$ cat src/rtl/cam_ctrl.sv
// Command sequencer for the 9T SRAM CAM array: write pulses, match-line precharge/evaluate,
// per-row valid tracking and priority-encoded search results.
module cam_ctrl #(
  parameter int WORDS    = 8,
  parameter int WIDTH    = 4,
  parameter int WR_CYC   = 2,
  parameter int PRE_CYC  = 2,
  parameter int EVAL_CYC = 1,
  localparam int AW      = $clog2(WORDS)
) (
  input  logic             clk,
  input  logic             rst,
  input  logic             req_valid,
  output logic             req_ready,
  input  logic [1:0]       req_op,
  input  logic [AW-1:0]    req_addr,
  input  logic [WIDTH-1:0] req_data,
  output logic             resp_valid,
  output logic             resp_hit,
  output logic             resp_multi,
  output logic [AW-1:0]    resp_addr,
  output logic [WORDS-1:0] wlwr,
  output logic [WIDTH-1:0] dl,
  output logic [WIDTH-1:0] dlb,
  output logic [WIDTH-1:0] sl,
  output logic [WIDTH-1:0] slb,
  output logic             ml_pre,
  input  logic [WORDS-1:0] ml
);

  localparam logic [2:0] IDLE     = 3'd0;
  localparam logic [2:0] WR_SETUP = 3'd1;
  localparam logic [2:0] WR_PULSE = 3'd2;
  localparam logic [2:0] WR_HOLD  = 3'd3;
  localparam logic [2:0] S_PRE    = 3'd4;
  localparam logic [2:0] S_EVAL   = 3'd5;
  localparam logic [2:0] S_CAPT   = 3'd6;
  localparam logic [2:0] DONE     = 3'd7;

  localparam logic [WORDS-1:0] ONE = {{(WORDS-1){1'b0}}, 1'b1};

  logic [2:0]       state;
  logic [7:0]       cnt;
  logic [AW-1:0]    addr_q;
  logic [WIDTH-1:0] data_q;
  logic [WORDS-1:0] valid;
  logic [WORDS-1:0] m;
  logic [AW-1:0]    enc;

  always_ff @(posedge clk) begin
    if (rst) begin
      state  <= IDLE;
      cnt    <= '0;
      addr_q <= '0;
      data_q <= '0;
      valid  <= '0;
      m      <= '0;
    end else begin
      case (state)
        IDLE: begin
          if (req_valid) begin
            addr_q <= req_addr;
            data_q <= req_data;
            cnt    <= '0;
            case (req_op)
              2'b01: state <= WR_SETUP;
              2'b10: state <= S_PRE;
              2'b11: begin
                valid <= '0;
                state <= DONE;
              end
              default: state <= IDLE;
            endcase
          end
        end
        WR_SETUP: begin
          cnt   <= '0;
          state <= WR_PULSE;
        end
        WR_PULSE: begin
          if (cnt == 8'(WR_CYC - 1)) state <= WR_HOLD;
          else cnt <= cnt + 8'd1;
        end
        WR_HOLD: begin
          valid[addr_q] <= 1'b1;
          state         <= DONE;
        end
        S_PRE: begin
          if (cnt == 8'(PRE_CYC - 1)) begin
            cnt   <= '0;
            state <= S_EVAL;
          end else cnt <= cnt + 8'd1;
        end
        S_EVAL: begin
          if (cnt == 8'(EVAL_CYC - 1)) state <= S_CAPT;
          else cnt <= cnt + 8'd1;
        end
        // m holds the last search result until the next capture, so the response
        // fields stay stable across intervening writes and clears.
        S_CAPT: begin
          m     <= ml & valid;
          state <= DONE;
        end
        DONE:    state <= IDLE;
        default: state <= IDLE;
      endcase
    end
  end

  always_comb begin
    enc = '0;
    for (int i = WORDS - 1; i >= 0; i--) begin
      if (m[i]) enc = AW'(i);
    end
  end

  always_comb begin
    req_ready  = (state == IDLE) && !rst;
    resp_valid = (state == DONE);
    resp_hit   = |m;
    resp_multi = |(m & (m - ONE));
    resp_addr  = enc;
    wlwr       = (state == WR_PULSE) ? (ONE << addr_q) : '0;
    ml_pre     = (state == S_PRE);
    dl         = '0;
    dlb        = '0;
    sl         = '0;
    slb        = '0;
    if (state == WR_SETUP || state == WR_PULSE || state == WR_HOLD) begin
      dl  = data_q;
      dlb = ~data_q;
    end
    if (state == S_EVAL || state == S_CAPT) begin
      sl  = data_q;
      slb = ~data_q;
    end
  end

endmodule

$ cat config.mk
export PLATFORM = sky130hd
export DESIGN_NAME = cam_ctrl
export DESIGN_NICKNAME = d
export VERILOG_FILES = /design/src/rtl/cam_ctrl.sv
export SDC_FILE = /design/constraint.sdc
export NUM_CORES = 1
export LEC_CHECK = 0
export BUFFER_PORTS_ARGS = -buffer_cell sky130_fd_sc_hd__buf_2
export CAP_MARGIN = 20
export CORE_MARGIN = 1
export CORE_UTILIZATION = 40
export DETAILED_ROUTE_END_ITERATION = 8
export GPL_ROUTABILITY_DRIVEN = 0
export HOLD_SLACK_MARGIN = 0.1
export PLACE_DENSITY_LB_ADDON = 0.08
export SYNTH_ARGS = -nofsm -noshare
export SYNTH_HDL_FRONTEND = slang
export SYNTH_SLANG_ARGS = --single-unit
$ cat constraint.sdc
create_clock -name clk -period 2 [get_ports clk]
set_input_delay 0.1 -clock clk [delete_from_list [all_inputs] [get_ports clk]]
set_output_delay 0.1 -clock clk [all_outputs]
set_load 0.02 [all_outputs]
# Yosys cells after proc, flatten, opt, wreduce, memory -nomap -nowiden
# Index checks and enable logic that the tools add are counted.
# word_totals
ff_bits,34
in_bits,20
wordCells,79
# classes
reduce_logical,17
magnitude_cmp,2
n_bitwise,4
n_addsub,2
shift,1
eq_ne,18
mux,29
# ops
op,count
8-bit 2-to-1 mux,7
8-bit one-hot mux with 5 select lines,1
3-bit 2-to-1 mux,12
3-bit one-hot mux with 7 select lines,1
8-bit bitwise AND,2
4-bit 2-to-1 mux,4
8-bit one-hot mux with 2 select lines,1
8-bit OR reduction,2
3-bit equality test (second input constant),4
2-bit != test (second input constant),5
3-bit one-hot mux with 3 select lines,1
8-bit by 1-bit adder with 8-bit output (second input constant),1
8-bit by 1-bit equality test with 1-bit output (second input constant),1
8-bit zero test,1
8-bit bitwise OR,1
4-bit AND reduction,2
1-bit by 3-bit << shifter with 8-bit output (first input constant),1
8-bit by 1-bit subtractor with 8-bit output (second input constant),1
3-bit by 2-bit equality test with 1-bit output (second input constant),2
5-bit nonzero test,1
2-bit equality test (second input constant),2
3-bit by 4-bit less-than comparator with 1-bit output (second input constant),1
2-bit by 1-bit != test with 1-bit output (second input constant),2
4-bit inverter,1
other kinds (13),16

# Depth between registers and ports, before layout
# depth
depth_word,8
mapped_depth,7

# Worst setup path before layout
# OpenSTA, ideal clock, no wires.
# synth_timing
kind,register -> register
startpoint,register cnt[1]
endpoint,register cnt[6]
required_ns,1.878
arrival_time_ns,1.583
stages_incl_launch_ff,7
slack_ns,0.295
synth_period_minus_slack_ns,1.705
cell_sequence,dfxtp_1 > inv_1 > ha_1 > or3b_2 > o311a_1 > o22ai_1 > o21ai_1
# synth_between
elab_chain_len,3
# synth_lines
item,line_no,text
"start, declared",43,logic [7:0] cnt;
"start signal, assigned",82,else cnt <= cnt + 8'd1;
"start signal, assigned",92,end else cnt <= cnt + 8'd1;
"start signal, assigned",96,else cnt <= cnt + 8'd1;
"8-bit by 1-bit adder with 8-bit output, or another cell as far along","82, 92, 96",
"8-bit 2-to-1 mux, or another cell as far along",95,if (cnt == 8'(EVAL_CYC - 1)) state <= S_CAPT;
8-bit one-hot mux with 5 select lines / 4-bit AND reduction (equally long branches),n/a,
# Parallel ways exist; a longest one is shown, timed or not. The select of a mux whose other input is x is not followed.
# A chain may end at the register's enable or synchronous reset.

# Worst setup path in the final report
# layout_timing
startpoint,register m[0]
endpoint,output resp_multi
# layout_between
elab_chain_len,3
# layout_lines
item,line_no,text
"start, declared",47,logic [WORDS-1:0] m;
"start signal, assigned",101,m <= ml & valid;
8-bit by 1-bit subtractor with 8-bit output,121,resp_multi = |(m & (m - ONE));
8-bit bitwise AND *,121,
8-bit OR reduction *,121,
"end, declared",20,"output logic resp_multi,"
# Mark *: on every way between the ends. The rest lies on a longest branch, timed or not.

==> results.md <==
- Seq/Total Area, Yosys: between 30% and 40%
- Slew HR: ~64%
- Xor and xnor area share after synthesis: less than 1%
- Slowest stage cell, crit path: or4_4
- Final critical-path required period: 1.98 ns
- Layout cells sized above 1: about 28%
- Initial Util: 42.2%
- Total clock sinks: 34
- Post-CTS setup buffers: 0
- Synthesized netlist cell count: 253
- Post-synth top flop: dfxtp_1
- # rows: 25
- Placed Cells: around 370
- Hold slack: 0.106 ns
- Design area: 2570 um2
- Final setup margin: 0.0162 ns
- Buffers on Ports: 51
- Overall Power: 2.10 mW
- DP HPWL: roughly 3600 um
- Largest net degree at the start of global routing: 28
- Met3 WL: 187 um
- Vias in the first global route: 1,824
- Clock slew seen by the registers of the worst setup and hold paths: 0.07 ns
- Die footprint: 5340 um2
- DP Area: 2340 um2
- Global Route Usage Sum: about a fifth
- Commonest non-fill, non-tap cell in the layout: buf_2
- Adder-Cell Fraction of Synth Area: 2.91%
- DRT Pass-1 Iters: 4
- Worst Clk Skew: 0.00381 ns
- DR vias: 2,029
- Status: finished clean
- DRT iter0 DRCs: 90
- Distinct cells, synth: 52
- ANT nets after route: 0
- Top sig layer: met4
- M1 WL: about 2400 um
- Fin. Hold Viols: 0
- Final setup viols: 0
- Vias per cell: 5.24
- CTS tree: yes
- Met2 wire length: 2330 um
- Worst min path class: input port to flip-flop
- DR DRC count: 0
- Worst Path Buf+Inv: 1
- Least-Margin Pin Slew: 0.534 ns
- WL/cell: 13.0 um
- Cell Pwr Density: 817 nW/um2
- CTS H-Tree Depth: 2
- Post-synth EDFFs: 0
- Synthesized net count: 276
- Post-synthesis mux area share: 3.47%
- Setup CP Type: flip-flop to output pin
- Total gr overflow: 0
- Die X: 73.1 um
- Worst EP required: approximately 1.9 ns
- Unrepaired setup endpoints after global routing: true
- CORE AREA: 4790 um2
- Total CTS buffers: 5
- Final Net Count: 342
- Diode count: 0
- Pre-CTS WS: about 0.18 ns
- CP arrival: 1.88 ns
- CP delay by family, top: simple AND/OR/NAND/NOR gates
- Max Cap Viol: 0
- Peak VDD IR: 0.484 mV
- Clk buf depth: 2
- FMAX: approximately 500 MHz
- Main combinational cell family by area after synthesis: simple AND/OR/NAND/NOR gates
- Mapped Avg Cell Area: 7.99 um2
- Initial antenna violation count: 0
- YS warnings: 0
- Largest stage delay, worst path: 0.55 ns
- Routed wire length: 5030 um
- Asr flop ratio synth: 0%
- Max-slew violations: 0
- Startpoint types: flip-flop
- Crit path max fanout: 5
- Area Overhead vs Synth: 27.1%
- Most frequent cells in the layout: buf_2 (51), dfxtp_1 (30), nand2_1 (29)
- Post-Synth Simple-Gate Area: about a third
- Seq cells post-synth: 34
- Fin crit share: 99.2%
- Root Buffer: clkbuf_8
- Synth Cell Area: 2020 um2
- Crit end category: output pin
- Layout Cells excl Fill: 387
- Die Y: approximately 73 um
- Worst-Skew Late Latency: a little under 0.3 ns
- Crit path cell chain: or4_4, maj3_2, nor3_2, o22ai_1, buf_2
- # IOs: 52
- Pleak: 1.07 nW
- Global-route wire length before repair: ~8000 um
- Area fraction in compound gates after synthesis: 19.3%
Yosys cell counts (5+ instances only):
master / instances / share of area [%]
dfxtp_1: 34 / 34
nand2_1: 29 / 5.4
nand3_1: 19 / 4.7
and3_1: 5 / 1.5
nor3_1: 10 / 2.5
a22o_1: 6 / 2.6
nand2b_1: 7 / 2.2
mux2i_1: 7 / 3.5
and2_1: 7 / 2.2
nor4_1: 5 / 1.5
inv_1: 8 / 1.5
nor2_1: 22 / 4.1
clkbuf_1: 7 / 1.3
a21oi_1: 25 / 6.2
nand3b_1: 6 / 2.2
where the power goes:
| part | internal [mW] | switching, mW |
|---|---|---|
| Combinational | 0.288 | 0.457 |
| Clock | 0.277 | 0.261 |
| Sequential | 0.725 | 0.0891 |
| Total | 1.29 | 0.807 |
path summary, 6_finish.rpt:
check                start    endpoint  slack (ns)  cells past startpoint
setup / recovery      m[0]  resp_multi        0.02                      5
hold / removal       ml[1]        m[1]        0.11                      3
hold reg to reg   valid[2]        m[2]        0.48                      2
setup reg to reg    cnt[1]      cnt[6]        0.17                      6
metal layers:
layer	vias up	track usage [%]
met1	926	25.3
met5	-	0
met4	0	7.63
li1	1045	-
met3	12	4.42
met2	46	32.3
flip-flops by register name, summed over array words and instances (netlist names):
register and count:
m 8, addr_q 3, cnt 8, data_q 4
state 3, valid 8
what timing repair did:
item	in CTS	in global routing
endpoints found under the hold margin	12	0
resized for setup	4	3
cloned	0	0
hold buffers	12	0
pin swaps	0	0
setup endpoints to repair	1	7
metrics by stage:
stage / setup TNS, ns / utilization, %
after detailed placement: 0 / 48.8
after CTS: 0 / 53.6
after floorplan: 0 / -
after global placement: 0 / 48.8
after global routing: -0.0526 / 53.6
final: 0 / 53.6
tightest hold or removal path, delay by kind of cell:
kind	cells	cell delay [ns]
AND/OR/NAND/NOR	1	0.09
AO/OA/AOI/OAI	1	0.07
buffers and inverters	1	0.10
area by class of cell:
class,count,area [um2]
Tap cell,67,83.8
Timing Repair Buffer,73,450
Inverter,8,30.0
Clock inverter,2,12.5
Fill cell,464,2220
Multi-Input combinational cell,197,1220
Sequential cell,34,686
Clock buffer,6,82.6
logic make-up after synthesis:
kind of cell,Yosys count
AND/OR/NAND/NOR,128
AO/OA/AOI/OAI,56
adder cells (fa/ha/maj),5
buffers and inverters,22
multiplexers,7
flip-flops,34
XOR/XNOR,1
Power figures use the tool's default switching activity.
